===== config.mk =====
export PLATFORM = sky130hd
export DESIGN_NAME = mem_req_ctrl
export DESIGN_NICKNAME = d
export VERILOG_FILES = /design/src/rtl/mem_req_ctrl.sv
export SDC_FILE = /design/constraint.sdc
export NUM_CORES = 1
export LEC_CHECK = 0
export ABC_AREA = 1
export ABC_CLOCK_PERIOD_IN_PS = 1500
export CAP_MARGIN = 20
export CORE_MARGIN = 2
export CORE_UTILIZATION = 37
export DETAILED_ROUTE_END_ITERATION = 7
export GPL_ROUTABILITY_DRIVEN = 0
export PLACE_DENSITY = 0.89
export SLEW_MARGIN = 20
export SYNTH_ARGS = -nofsm -noshare
export SYNTH_HDL_FRONTEND = slang
export SYNTH_SLANG_ARGS = --single-unit

===== constraint.sdc =====
create_clock -name cpu_clk_50M -period 1.5 [get_ports cpu_clk_50M]
set_input_delay 0.3 -clock cpu_clk_50M [delete_from_list [all_inputs] [get_ports cpu_clk_50M]]
set_output_delay 0.3 -clock cpu_clk_50M [all_outputs]
set_load 0.005 [all_outputs]

===== src/rtl/mem_req_ctrl.sv =====
// Memory-stage data-bus request controller for the load/store path.
// Optional build macro: ADDR_ERR_EN (misaligned half/word raise AdEL/AdES).
package mem_req_pkg;
  localparam int ALUOP_BUS = 8;
  localparam int WORD_BUS  = 32;
  localparam int BSEL_BUS  = 4;

  localparam logic [ALUOP_BUS-1:0] MINIMIPS32_ADD = 8'h18;
  localparam logic [ALUOP_BUS-1:0] MINIMIPS32_LB  = 8'h90;
  localparam logic [ALUOP_BUS-1:0] MINIMIPS32_LBU = 8'h91;
  localparam logic [ALUOP_BUS-1:0] MINIMIPS32_LH  = 8'h92;
  localparam logic [ALUOP_BUS-1:0] MINIMIPS32_LHU = 8'h93;
  localparam logic [ALUOP_BUS-1:0] MINIMIPS32_LW  = 8'h94;
  localparam logic [ALUOP_BUS-1:0] MINIMIPS32_SB  = 8'h98;
  localparam logic [ALUOP_BUS-1:0] MINIMIPS32_SH  = 8'h99;
  localparam logic [ALUOP_BUS-1:0] MINIMIPS32_SW  = 8'h9a;
endpackage

module mem_req_ctrl
  import mem_req_pkg::*;
(
  input  logic                 cpu_clk_50M,
  input  logic                 cpu_rst_n,
  input  logic                 mem_valid_i,
  input  logic [ALUOP_BUS-1:0] mem_aluop_i,
  input  logic [31:0]          mem_addr_i,
  input  logic [31:0]          mem_din_i,
  input  logic                 flush_i,
  output logic                 data_req_o,
  output logic                 data_wr_o,
  output logic [1:0]           data_size_o,
  output logic [31:0]          data_addr_o,
  output logic [31:0]          data_wdata_o,
  input  logic                 data_addr_ok_i,
  input  logic                 data_data_ok_i,
  input  logic [31:0]          data_rdata_i,
  output logic [WORD_BUS-1:0]  dm_o,
  output logic [BSEL_BUS-1:0]  dre_o,
  output logic                 mem_operation_ok_o,
  output logic                 stall_req_o,
  output logic                 exc_adel_o,
  output logic                 exc_ades_o
);

  typedef enum logic [1:0] {
    IDLE = 2'd0,
    REQ  = 2'd1,
    WAIT = 2'd2,
    DONE = 2'd3
  } state_t;

  state_t state, nxt;

  logic                is_ld, is_st, mem_op;
  logic [1:0]          sz;
  logic [BSEL_BUS-1:0] mask, lane_q;
  logic [31:0]         wdata;
  logic                misal, start, cap, discard;

  always_comb begin
    is_ld = 1'b0;
    is_st = 1'b0;
    sz    = 2'd0;
    case (mem_aluop_i)
      MINIMIPS32_LB,
      MINIMIPS32_LBU: is_ld = 1'b1;
      MINIMIPS32_LH,
      MINIMIPS32_LHU: begin
        is_ld = 1'b1;
        sz    = 2'd1;
      end
      MINIMIPS32_LW: begin
        is_ld = 1'b1;
        sz    = 2'd2;
      end
      MINIMIPS32_SB: is_st = 1'b1;
      MINIMIPS32_SH: begin
        is_st = 1'b1;
        sz    = 2'd1;
      end
      MINIMIPS32_SW: begin
        is_st = 1'b1;
        sz    = 2'd2;
      end
      default: ;
    endcase
  end

  assign mem_op = is_ld | is_st;

  always_comb begin
    mask  = 4'b1111;
    wdata = mem_din_i;
    unique case (1'b1)
      (sz == 2'd0): begin
        mask  = 4'b0001 << mem_addr_i[1:0];
        wdata = {4{mem_din_i[7:0]}};
      end
      (sz == 2'd1): begin
        mask  = mem_addr_i[1] ? 4'b1100 : 4'b0011;
        wdata = {2{mem_din_i[15:0]}};
      end
      default: ;
    endcase
  end

`ifdef ADDR_ERR_EN
  assign misal = ((sz == 2'd1) & mem_addr_i[0])
               | ((sz == 2'd2) & (mem_addr_i[1:0] != 2'b00));
  assign exc_adel_o = cpu_rst_n & (state == IDLE) & mem_valid_i
                    & is_ld & misal & ~flush_i;
  assign exc_ades_o = cpu_rst_n & (state == IDLE) & mem_valid_i
                    & is_st & misal & ~flush_i;
`else
  assign misal      = 1'b0;
  assign exc_adel_o = 1'b0;
  assign exc_ades_o = 1'b0;
`endif

  assign start = (state == IDLE) & mem_valid_i & mem_op
               & ~flush_i & ~misal;

  assign stall_req_o = cpu_rst_n
                     & (start | (state == REQ) | (state == WAIT));

  assign mem_operation_ok_o = cpu_rst_n
    & (((state == IDLE) & ~stall_req_o & ~exc_adel_o & ~exc_ades_o)
       | (state == DONE));

  assign data_req_o = (state == REQ);

  // A flush arriving together with data_ok still drops the result.
  assign cap = ((state == REQ) & ~flush_i & data_addr_ok_i & data_data_ok_i)
             | ((state == WAIT) & data_data_ok_i & ~discard & ~flush_i);

  always_comb begin
    nxt = state;
    unique case (state)
      IDLE: if (start) nxt = REQ;
      REQ: begin
        if (flush_i)
          nxt = IDLE;
        else if (data_addr_ok_i & data_data_ok_i)
          nxt = DONE;
        else if (data_addr_ok_i)
          nxt = WAIT;
      end
      WAIT: begin
        if (data_data_ok_i)
          nxt = (discard | flush_i) ? IDLE : DONE;
      end
      DONE: nxt = IDLE;
      default: nxt = IDLE;
    endcase
  end

  always_ff @(posedge cpu_clk_50M) begin
    if (!cpu_rst_n) begin
      state        <= IDLE;
      discard      <= 1'b0;
      data_wr_o    <= 1'b0;
      data_size_o  <= 2'd0;
      data_addr_o  <= 32'd0;
      data_wdata_o <= 32'd0;
      lane_q       <= '0;
      dm_o         <= '0;
      dre_o        <= '0;
    end else begin
      state   <= nxt;
      discard <= (state == WAIT) & (discard | flush_i)
               & ~data_data_ok_i;
      if (start) begin
        data_wr_o    <= is_st;
        data_size_o  <= sz;
        data_addr_o  <= mem_addr_i;
        data_wdata_o <= wdata;
        lane_q       <= mask;
      end
      if (cap) begin
        dre_o <= data_wr_o ? 4'b0000 : lane_q;
        if (!data_wr_o)
          dm_o <= data_rdata_i;
      end
    end
  end

endmodule


==> flow_metrics.env <==
export IMPL_cts_sinks=110
export IMPL_setup_viol=38
export IMPL_fin_setup_tns_ps=-6580
export IMPL_synth_common_cells="167 x nor2_1, 111 x nand2_1, 110 x dfxtp_1, 72 x o21ai_0, 46 x nand3_1"
export IMPL_drive_gt1_share_pct=18.4
export IMPL_num_io_pins=218
export IMPL_crit_fanout=3
export IMPL_worstMarginPinSlew_ps=676
export IMPL_hold_viol=0
export IMPL_clock_skew_final_ps=10.6
export IMPL_violations="setup timing"
export IMPL_rsz0062_at_grt="yes"
export IMPL_p_comb_share_pct=9.8
export IMPL_dp_cells=979
export IMPL_antenna_left=0
export IMPL_p_leak_nw=4.00
export IMPL_clk_latency_ps=360
export IMPL_final_cells=1012
export IMPL_yosysTopAreaCell="dfxtp_1"
export IMPL_via_per_inst=4.98
export IMPL_fmax_mhz=580
export IMPL_p_clk_share_pct=41.9
export IMPL_portBuffers=215
export IMPL_synth_compound_area_share_pct=12.9
export IMPL_cp_required_ps=1200
export IMPL_grt_pass1_vias=4793
export IMPL_wl_per_cell_um=15.4
export IMPL_max_vdd_ir_drop_uv=559
export IMPL_setup_worst_path_end_class="output port"
export IMPL_drc_errors=0
export IMPL_synthCells=621
export IMPL_cts_tree="built"
export IMPL_syn_cell_area_sq_um=4500
export IMPL_rr_startpoint="state[1]"
export IMPL_yosysMostFrequentCell="nor2_1"
export IMPL_seqPwrFrac_pct=48.3
export IMPL_cts_made_buffers=9
export IMPL_min_from="mem_aluop_i[1]"
export IMPL_ys_types=28
export IMPL_synthMuxAreaShare_pct=0
export IMPL_gr_total_overflow=0
export IMPL_synth_ff_type="dfxtp_1"
export IMPL_setup_ws_ps=-223
export IMPL_postSynthAreaPerCell_sq_um=7.25
export IMPL_status="finished with violations"
export IMPL_slew_headroom_pct=54.9
export IMPL_ys_seq_elements=110
export IMPL_crit_arrival_ps=1420
export IMPL_postCtsHoldBufs=0
export IMPL_synth_simple_area_share_pct=30.9
export IMPL_rows=40
export IMPL_yosysWarnings=0
export IMPL_yosys_area_share_xor_xnor_pct=0
export IMPL_htreeDepth=3
export IMPL_nets=969
export IMPL_swShare_pct=23.5
export IMPL_synth_top_family_by_area="simple AND/OR/NAND/NOR gates"
export IMPL_ys_top_cells_by_area="dfxtp_1 49%, nor2_1 14%, nand2_1 9.3%"
export IMPL_synth_edff_count=0
export IMPL_period_share_pct=115
export IMPL_grt_pass1_wl_um=23700
export IMPL_antenna_found_initial=1
export IMPL_fill_cells=997
export IMPL_area_growth_pct=71.3
export IMPL_firstDrtPassIters=5
export IMPL_die_y_um=114
export IMPL_num_vias=5040
export IMPL_drt_total_wl_um=15500
export IMPL_dp_hpwl_um=10200
export IMPL_p_switching_mw=1.43
export IMPL_cts_root_buf="clkbuf_16"
export IMPL_yosys_area_share_adder_pct=0
export IMPL_ys_seq_area_share_pct=48.9
export IMPL_grt_max_degree=76
export IMPL_internal_power_mw=4.66
export IMPL_start_util_pct=37.6
export IMPL_synthArstFlopShare_pct=0
export IMPL_synth_top_area_share_pct=48.9
export IMPL_crit_type="flip-flop to output port"
export IMPL_p_total_mw=6.09
export IMPL_p_per_area_nw_per_um2=790
export IMPL_core_area_sq_um=12000
export IMPL_path_clk_slew_ps=70
export IMPL_max_cap_violations=0
export IMPL_drtIter0Drc=297
export IMPL_grt_usage_pct=23.0
export IMPL_die_w_um=114
export IMPL_cp_start_kind="flip-flop"
export IMPL_hold_path_class="input port to flip-flop"
export IMPL_clockBufferDepth=2
export IMPL_crit_path_start="state[1]"
export IMPL_finalCriticalPeriod_ps=1720
export IMPL_die_area_sq_um=13100
export IMPL_maxSlewViolCount=0
-- power groups by stage --
stage	combinational, mW	sequential (mW)	clock (mW)
4_1_cts	0.579	2.94	2.60
2_1_floorplan	0.169	3.01	0
6_report	0.595	2.94	2.55
3_5_place_dp	0.573	3.01	0
5_1_grt	0.639	2.94	2.72
3_3_place_gp	0.570	3.01	0
-- kinds of logic after synthesis --
logic type / after synthesis
AOI/OAI and AO/OA: 113
and+or+nand+nor: 337
other: 1
DFF: 110
buffers and inverters: 60
-- sequential cells by signal (all words and copies together), names as in the netlist, 2 cells and up --
signal,cells
data_addr_o,32
data_wdata_o,32
dm_o,32
dre_o,4
lane_q,4
data_size_o,2
state,2
-- cell type report --
class	count	area, sq um	share of cell area (%)
Inverter	23	114	1.48
Timing Repair Buffer	263	2710	35.1
Tap cell	147	184	2.39
Antenna cell	1	2.50	0.0325
Sequential cell	110	2230	29.0
Clock inverter	6	76.3	0.990
Clock buffer	10	239	3.10
Multi-Input combinational cell	452	2160	28.0
-- critical path: stages (launching register included) --
cell and delay, ps:
dfxtp_2 320, inv_2 60, nand2_2 90, nor3_4 190
nand2_4 110, a31oi_4 160, buf_2 140
-- routing by layer --
layer | GRT usage [%] | share of wire, %
met1 | 25.9 | 38
met2 | 40.3 | 49
met3 | 6.41 | 8.7
met4 | 10.9 | 3.5
met5 | 0 | 0
-- what timing repair did --
action                                  4_1_cts  5_1_grt
gates cloned                                  4        2
gates resized for setup                     145       87
pin swaps                                    13       18
buffers inserted                              6        6
endpoints found under the setup margin      191      140
-- cell usage in the layout, fill, tap and decap left out, types with 24 or more instances in the layout --
cell and count:
buf_4 30, dfxtp_2 24, dfxtp_1 86, dlymetal6s2s_1 33, nor2_1 157, nand2_1 99
nand3_1 43, a21oi_1 28, dlygate4sd2_1 70, clkdlybuf4s50_1 102, o21ai_0 66
-- metrics by stage --
stage	setup WS [ps]	hold WS, ps	instance area, sq um	util [%]
after CTS	-205	409	7460	62.4
after global placement	-949	450	6950	58.1
after detailed placement	-961	454	6950	58.1
final	-223	323	7710	64.4
after floorplan	-91.4	435	4560	-
after global routing	-316	344	7710	64.4
-- path summary, 6_finish.rpt --
path                                    end  cells past startpoint  slack (ps)
worst min-delay path              data_wr_o                      4         320
worst max register to register     dm_o[22]                     11        -220
worst max-delay path            stall_req_o                      6        -220
worst min register to register     dre_o[0]                      2         460
Power figures use the tool's default switching activity.
